==> src/rtl/sobel_frame_ctrl.sv <==
// Frame sequencer for the grayscale->padder->sobel pipeline: streams one RGB frame from memory
// into the pipeline input FIFO and drains the same number of sobel results back to memory.
module sobel_frame_ctrl #(
  parameter int IMG_WIDTH    = 720,
  parameter int IMG_HEIGHT   = 540,
  parameter int RGB_DWIDTH   = 24,
  parameter int SOBEL_DWIDTH = 8,
  parameter int ADDR_WIDTH   = 20
) (
  input  logic                    clock,
  input  logic                    reset,
  input  logic                    start,
  output logic                    busy,
  output logic                    done,
  output logic [31:0]             frame_cycles,
  output logic                    rgb_mem_rd_en,
  output logic [ADDR_WIDTH-1:0]   rgb_mem_rd_addr,
  input  logic [RGB_DWIDTH-1:0]   rgb_mem_rd_data,
  output logic                    fifo_rgb_wr_en,
  output logic [RGB_DWIDTH-1:0]   fifo_rgb_din,
  input  logic                    fifo_rgb_full,
  output logic                    fifo_sobel_rd_en,
  input  logic [SOBEL_DWIDTH-1:0] fifo_sobel_dout,
  input  logic                    fifo_sobel_empty,
  output logic                    sobel_mem_wr_en,
  output logic [ADDR_WIDTH-1:0]   sobel_mem_wr_addr,
  output logic [SOBEL_DWIDTH-1:0] sobel_mem_wr_data,
  output logic [1:0]              dbg_state
);

  localparam int N  = IMG_WIDTH * IMG_HEIGHT;
  localparam int CW = $clog2(N + 1);
  localparam logic [CW-1:0] N_C = CW'(N);

  localparam logic [1:0] S_IDLE = 2'd0;
  localparam logic [1:0] S_RUN  = 2'd1;
  localparam logic [1:0] S_DONE = 2'd2;

  // Handshakes: every strobe is a single-cycle transfer. A FIFO write happens in any cycle where
  // fifo_rgb_wr_en is high (never while full); a sobel FIFO read returns data the next cycle.
  logic [1:0]            state;
  logic [CW-1:0]         rd_cnt;
  logic [CW-1:0]         drn_cnt;
  logic [CW-1:0]         wr_cnt;
  logic                  in_flight;
  logic                  wr_pend;
  logic [1:0]            skid_cnt;
  logic [RGB_DWIDTH-1:0] skid0;
  logic [RGB_DWIDTH-1:0] skid1;

  logic       run;
  logic       accept;
  logic       skid_pop;
  logic       skid_push;
  logic [2:0] occ;
  logic       feed_rd;
  logic       drain_rd;

  always_comb begin
    run       = (state == S_RUN);
    accept    = (state == S_IDLE) && start;
    skid_pop  = run && (skid_cnt != 2'd0) && !fifo_rgb_full;
    skid_push = run && in_flight;
    // A pop in this cycle frees its slot now, which keeps the read stream at one per cycle.
    occ       = {1'b0, skid_cnt} + {2'b00, in_flight} - {2'b00, skid_pop};
    feed_rd   = run && (rd_cnt < N_C) && (occ < 3'd2);
    drain_rd  = run && !fifo_sobel_empty && (drn_cnt < N_C);
  end

  assign busy              = run;
  assign done              = (state == S_DONE);
  assign dbg_state         = state;
  assign rgb_mem_rd_en     = feed_rd;
  assign rgb_mem_rd_addr   = ADDR_WIDTH'(rd_cnt);
  assign fifo_rgb_wr_en    = skid_pop;
  assign fifo_rgb_din      = skid0;
  assign fifo_sobel_rd_en  = drain_rd;
  assign sobel_mem_wr_en   = wr_pend;
  assign sobel_mem_wr_addr = ADDR_WIDTH'(wr_cnt);
  assign sobel_mem_wr_data = wr_pend ? fifo_sobel_dout : '0;

  always_ff @(posedge clock or negedge reset) begin
    if (!reset) begin
      state        <= S_IDLE;
      frame_cycles <= '0;
    end else begin
      case (state)
        S_IDLE: begin
          if (start) begin
            state        <= S_RUN;
            frame_cycles <= '0;
          end
        end
        S_RUN: begin
          if (frame_cycles != '1) frame_cycles <= frame_cycles + 32'd1;
          if ((wr_cnt == N_C) && !wr_pend) state <= S_DONE;
        end
        S_DONE:  state <= S_IDLE;
        default: state <= S_IDLE;
      endcase
    end
  end

  always_ff @(posedge clock or negedge reset) begin
    if (!reset) begin
      rd_cnt    <= '0;
      drn_cnt   <= '0;
      wr_cnt    <= '0;
      in_flight <= 1'b0;
      wr_pend   <= 1'b0;
      skid_cnt  <= 2'd0;
      skid0     <= '0;
      skid1     <= '0;
    end else if (accept) begin
      rd_cnt    <= '0;
      drn_cnt   <= '0;
      wr_cnt    <= '0;
      in_flight <= 1'b0;
      wr_pend   <= 1'b0;
      skid_cnt  <= 2'd0;
      skid0     <= '0;
      skid1     <= '0;
    end else begin
      in_flight <= feed_rd;
      wr_pend   <= drain_rd;
      if (feed_rd)  rd_cnt  <= rd_cnt + CW'(1);
      if (drain_rd) drn_cnt <= drn_cnt + CW'(1);
      if (wr_pend)  wr_cnt  <= wr_cnt + CW'(1);
      // skid0 is always the head; skid1 only holds data while two entries are present.
      case ({skid_push, skid_pop})
        2'b10: begin
          if (skid_cnt == 2'd0) skid0 <= rgb_mem_rd_data;
          else                  skid1 <= rgb_mem_rd_data;
          skid_cnt <= skid_cnt + 2'd1;
        end
        2'b01: begin
          skid0    <= skid1;
          skid_cnt <= skid_cnt - 2'd1;
        end
        2'b11: begin
          if (skid_cnt == 2'd1) begin
            skid0 <= rgb_mem_rd_data;
          end else begin
            skid0 <= skid1;
            skid1 <= rgb_mem_rd_data;
          end
        end
        default: ;
      endcase
    end
  end

endmodule

==> config.mk <==
export PLATFORM = sky130hd
export DESIGN_NAME = sobel_frame_ctrl
export DESIGN_NICKNAME = d
export VERILOG_FILES = /design/src/rtl/sobel_frame_ctrl.sv
export SDC_FILE = /design/constraint.sdc
export NUM_CORES = 1
export LEC_CHECK = 0
export BUFFER_PORTS_ARGS = -buffer_cell sky130_fd_sc_hd__buf_2
export CAP_MARGIN = 40
export CORE_MARGIN = 2
export CORE_UTILIZATION = 30
export CTS_CLUSTER_SIZE = 16
export DETAILED_ROUTE_END_ITERATION = 7
export PLACE_DENSITY = 0.51
export SYNTH_ARGS = -nofsm -noshare
export SYNTH_HDL_FRONTEND = slang
export SYNTH_SLANG_ARGS = --single-unit
==> constraint.sdc <==
create_clock -name clock -period 4.18 [get_ports clock]
set_input_delay 0.209 -clock clock [delete_from_list [all_inputs] [get_ports clock]]
set_output_delay 0.209 -clock clock [all_outputs]
set_load 0.005 [all_outputs]
Word-level counts from Yosys, hierarchy flattened
Cells that the tools add are included.

storage, ports and cells
  logic and storage cells = 86
  output and inout port bits = 112
  register bits after elaboration = 143
  memories = 0
  bits in read-only memories = 0
  memory bits (writable) = 0
  bits in latches = 0

cells by class
  equal/unequal tests = 14
  bitwise operators = 0
  multipliers = 0
  shift-type cells = 0
  add/sub/neg operators = 8
  multiplexer cells = 25
  magnitude comparators = 3
  reduce and logical (&&, ||, !) cells = 26
  divide/modulo/power cells = 0

operators with widths
  kind                   number
  $mux 24                6
  $mux 19                6
  $pmux 24 s3            1
  $mux 32                2
  $pmux 32 s2            1
  $add 19x1->19 const B  3
  $pmux 24 s2            1
  $lt 19x19->1 const B   2
  $add 32x1->32 const B  1
  $ne 32x32->1 const B   1
  $eq 19x19->1 const B   1
  $reduce_bool 2->1      5
  $logic_and 1x1->1      9
  $ne 3x3->1 const B     3
  $mux 8                 1
  $pmux 2 s2             2
  $eq 2x1->1 const B     3
  $eq 2x2->1 const B     3
  $mux 2                 3
  $reduce_and 3->1       2
  $reduce_bool 3->1      2
  $logic_not 2->1        2
  $ne 2x1->1 const B     2
  $reduce_and 2->1       2
  9 further kinds        12

Depth between registers and ports, before layout
  depth after elaboration = 8
  depth in mapped cells = 13
  depth with buffers taken out = 12

Worst setup path after synthesis
OpenSTA, ideal clock, no wires.

  path type = flip-flop to flip-flop
  from = register skid_cnt[1]
  to = register rd_cnt[16]
  arrival = 3,118 ps
  buffers on the path = 0
  period minus slack after synthesis = 3,238 ps
  required time = 4,060 ps
  path slack = 942 ps
  cell stages (with the launch flop) = 13
  cell sequence = dfrtp_1 inv_1 ha_1 or3_1 inv_1 ha_1 nand2b_1 fa_1 xnor2_1 nand4_2 a211oi_2 a31oi_1 a41o_1

between the ends
  longest elaborated chain between the ends = 7
  elaborated cells on any way between the ends = 8
  those cells by class = 2 x add/sub; 1 x order compare; 5 x reduce/logical

RTL lines
  element                          line  RTL
  start, declared                  47    logic [1:0] skid_cnt;
  start signal, assigned           134   skid_cnt <= skid_cnt + 2'd1;
  start signal, assigned           138   skid_cnt <= skid_cnt - 2'd1;
  $reduce_bool 2->1                62    skid_pop = run && (skid_cnt != 2'd0) && !fifo_rgb_full;
  $logic_and 1x1->1 (2 in series)  62
  net fifo_rgb_wr_en               19    output logic fifo_rgb_wr_en,
  $sub 3x1->3                      65    occ = {1'b0, skid_cnt} + {2'b00, in_flight} - {2'b00, skid_pop};
  $lt 3x2->1                       66    feed_rd = run && (rd_cnt < N_C) && (occ < 3'd2);
  $logic_and 1x1->1                66
  $reduce_bool 2->1 (no line)      -
  end signal, assigned             126   if (feed_rd) rd_cnt <= rd_cnt + CW'(1);
  end, declared                    42    logic [CW-1:0] rd_cnt;

The timed path passes the listed nets, and every way through them passes these cells.
A chain may end at the register's enable or synchronous reset.

Worst setup path in the final report
  from = register skid_cnt[1]
  to = output port rgb_mem_rd_en

between the ends
  longest elaborated chain between the ends = 6
  elaborated cells on any way between the ends = 7
  those cells by class = 2 x add/sub; 1 x order compare; 4 x reduce/logical

RTL lines
  element                                              line  RTL
  branches (longest 3 deep; another with $add 2x1->3)  -
  $sub 3x1->3 (*)                                      65
  $lt 3x2->1 (*)                                       66
  $logic_and 1x1->1 (*)                                66
  end, declared                                        16    output logic rgb_mem_rd_en,

Mark *: on every way between the ends.

==> impl_metrics.csv <==
group,metric,value,unit
status,status,"finished clean",
die,start_util,30.6,%
timing,tightest_slew,878,ps
drt,vias,6572,
synth,ys_seq_elements,143,
timing,setup_viol,0,
die,pin_count,149,
timing,fmax,0.267,GHz
clock_tree,clock_sinks,143,
worst_setup_path,critical_path_class,"reg2out",
clock_tree,clk_path_buf_depth,2,
synth,yosys-top-cells-area,"dfrtp_1 (48%), nand2_1 (6.1%), a21oi_1 (3.6%), o21ai_0 (3.6%), nor2_1 (2.9%)",
hold_path,min_path_cells,3,
synth,postSynthAreaPerCell,9.17,um^2
synth,synth_top_area_cell,"dfrtp_1",
timing,skew,8.40,ps
final_layout,final_design_area_no_fill,0.00909,mm^2
job,cap_violations,0,
global_route,grt_start_max_net_pins,75,
global_route,grt_usage,16.2,%
worst_setup_path,reg2reg_depth,12,
final_layout,multiInputGateArea,0.00359,mm^2
power_and_ir_drop,pwr_density_cell,547,mW/mm^2
synth,syn_area,0.00745,mm^2
synth,yosysWarnings,0,
synth,ys_seq_area_share,48.1,%
timing,rsz0062_at_grt,"no",
clock_tree,cts_root_buf,"clkbuf_16",
worst_setup_path,crit_required,3970,ps
synth,synth_ff_type,"dfrtp_1",
timing,drv_slew,0,
clock_tree,cts_tree,"yes",
synth,synthMostInstantiatedCell,"dfrtp_1",
placed_design,portBuffers,146,
drt,ant_nets,0,
timing,post-route-min-period,3740,ps
synth,ys_async_sr_fraction,100,%
placed_design,placed_cell_area,0.00850,mm^2
drt,dr.pass1.iters,4,
power_and_ir_drop,power,4.97,mW
clock_tree,clkSlewWorstSetupHoldPaths,60,ps
worst_setup_path,cp-start-kind,"flop",
final_layout,fillCellCount,2523,
worst_setup_path,cp_max_fo,10,
synth,synth_top_cell_area_share,48.1,%
timing,tns,0,ps
global_route,overflow,0,
drt,wl,20900,um
clock_tree,cts_buffers,17,
power_and_ir_drop,p_leak,4.09,nW
final_layout,layout-drive-gt1-share,22.4,%
final_layout,nets,995,
final_layout,diodes,0,
drt,drc_errors,0,
hold_path,hp-class,"in2reg",
synth,netlist_instances,812,
worst_setup_path,end_kind,"output port",
worst_setup_path,critPathArrivalTime,3530,ps
die,design.core.area,0.0243,mm^2
placed_design,dpl.hpwl,14000,um
die,die_y,162,um
placed_design,dp.cells,1250,
final_layout,ff_latch_area,0.00358,mm^2
global_route,grt_pass1_wl,34000,um
clock_tree,h-tree-depth,4,
placed_design,gp_congestion,0.745,
global_route,grt.met1_usage,22.0,%
synth,yosys-top-cells-count,"dfrtp_1 (143), nand2_1 (122), nor2_1 (57)",
timing,hold_violations,0,
timing,whs,30.6,ps
drt,drt_iter0_drc,378,
power_and_ir_drop,worst_ir_drop_vdd,0.228,mV
clock_tree,cts_setup_buffers,0,
global_route,top_usage_layer,"met2",
final_layout,syn_to_final_growth,22.0,%
timing,post-route-period-util,89.5,%
global_route,met2_usage,26.2,%
die,num_rows,57,
global_route,antenna_found_initial,0,
synth,synth_cell_types,67,
drt,via_per_inst,5.12,
clock_tree,insertion_delay,420,ps
final_layout,final_cells,1283,
drt,wl_per_cell,16.3,um
synth,synth_edf_count,0,
timing,slew_headroom,41.3,%
die,fp.dieW,162,um
global_route,grtUsageMet3,3.36,%
global_route,grt_pass1_vias,6337,
die,die-area,0.0261,mm^2
report_power, final:
| part | switching [mW] | internal (mW) | total, mW |
|---|---|---|---|
| registers | 0.325 | 1.74 | 2.07 |
| logic | 0.818 | 0.576 | 1.39 |
| clock network | 0.599 | 0.908 | 1.51 |
| total | 1.74 | 3.23 | 4.97 |
repair_timing:
item	4_1_cts	5_1_grt
hold buffers	1	0
endpoints found under the hold margin	72	0
endpoints found under the setup margin	0	0
resized for setup	0	0
routing by layer:
metal,routed length [um],up-vias
li1,-,3227
met1,9910,3182
met2,9950,146
met3,777,17
met4,265,0
met5,0,-
area by class of cell:
class / instances / share of cell area, %
multi-input combinational: 602 / 39.5
sequential: 143 / 39.4
timing repair buffer: 160 / 9.38
clock buffer: 22 / 5.11
tap: 324 / 4.46
clock inverter: 10 / 1.24
inverter: 22 / 0.923
flip-flops by register name, summed over array words and instances, names as in the netlist:
name,cells
dbg_state,2
drn_cnt,19
fifo_rgb_din,24
frame_cycles,32
in_flight,1
rd_cnt,19
skid1,24
skid_cnt,2
sobel_mem_wr_en,1
wr_cnt,19
cells in the final DEF (no fill, tap or decap), types with 4 or more instances in the layout:
cell       count
clkinv_2       5
o21ai_0       53
nor3_1         7
buf_4         12
nand4_1       30
ha_1          11
nor2_1        57
a31oi_1       21
a22oi_1       24
xnor2_1       17
and4_1         6
o21ai_1        4
clkbuf_16     17
nor4_1         5
xor2_1        11
nand2_1      122
or4_1         10
o211ai_1       5
inv_1         21
a211oi_1       7
or3_1          7
a31o_2         6
a21oi_1       53
buf_2        145
and3_1        12
dfrtp_1      143
mux2i_1        6
nand3_1       40
and2_1        11
o31ai_1       22
critical path, stage by stage (launching register included):
cell      delay (ps)
dfrtp_1          400
inv_1            100
ha_1             220
or3_1            410
inv_1            180
ha_1             250
nand2b_1         150
fa_1             370
xnor2_1          170
nand4_2          310
a21oi_1          390
buf_2            180
path summary, 6_finish.rpt:
kind                                         end  slack [ps]                 from
worst max-delay path               rgb_mem_rd_en         440          skid_cnt[1]
worst min-delay path                   skid1[11]          30  rgb_mem_rd_data[11]
worst max register to register        rd_cnt[16]         560          skid_cnt[1]
worst min register to register  fifo_rgb_din[10]         470     fifo_rgb_din[10]
max in group asynchronous              skid1[12]        2740                reset
min in group asynchronous       frame_cycles[15]         400                reset
cells by family (layout without fill, tap and decap cells):
family	Yosys count	count (layout)	synth area share, %
and+or+nand+nor	332	332	22.7
xor gates and xnor gates	28	28	3.29
adders and majority gates	12	12	2.12
other	1	2	0.0504
DFF	143	143	48.1
AOI/OAI and AO/OA	222	222	19.1
buffers and inverters	68	214	3.86
muxes	6	6	0.806
stage by stage:
stage | worst slack, ps | util (%)
finish | 441 | 37.4
global route | 257 | 37.4
CTS | 426 | 37.4
detailed placement | 570 | 34.9
global placement | 635 | 34.9
floorplan | 942 | -
(Power assumes the default switching activity.)
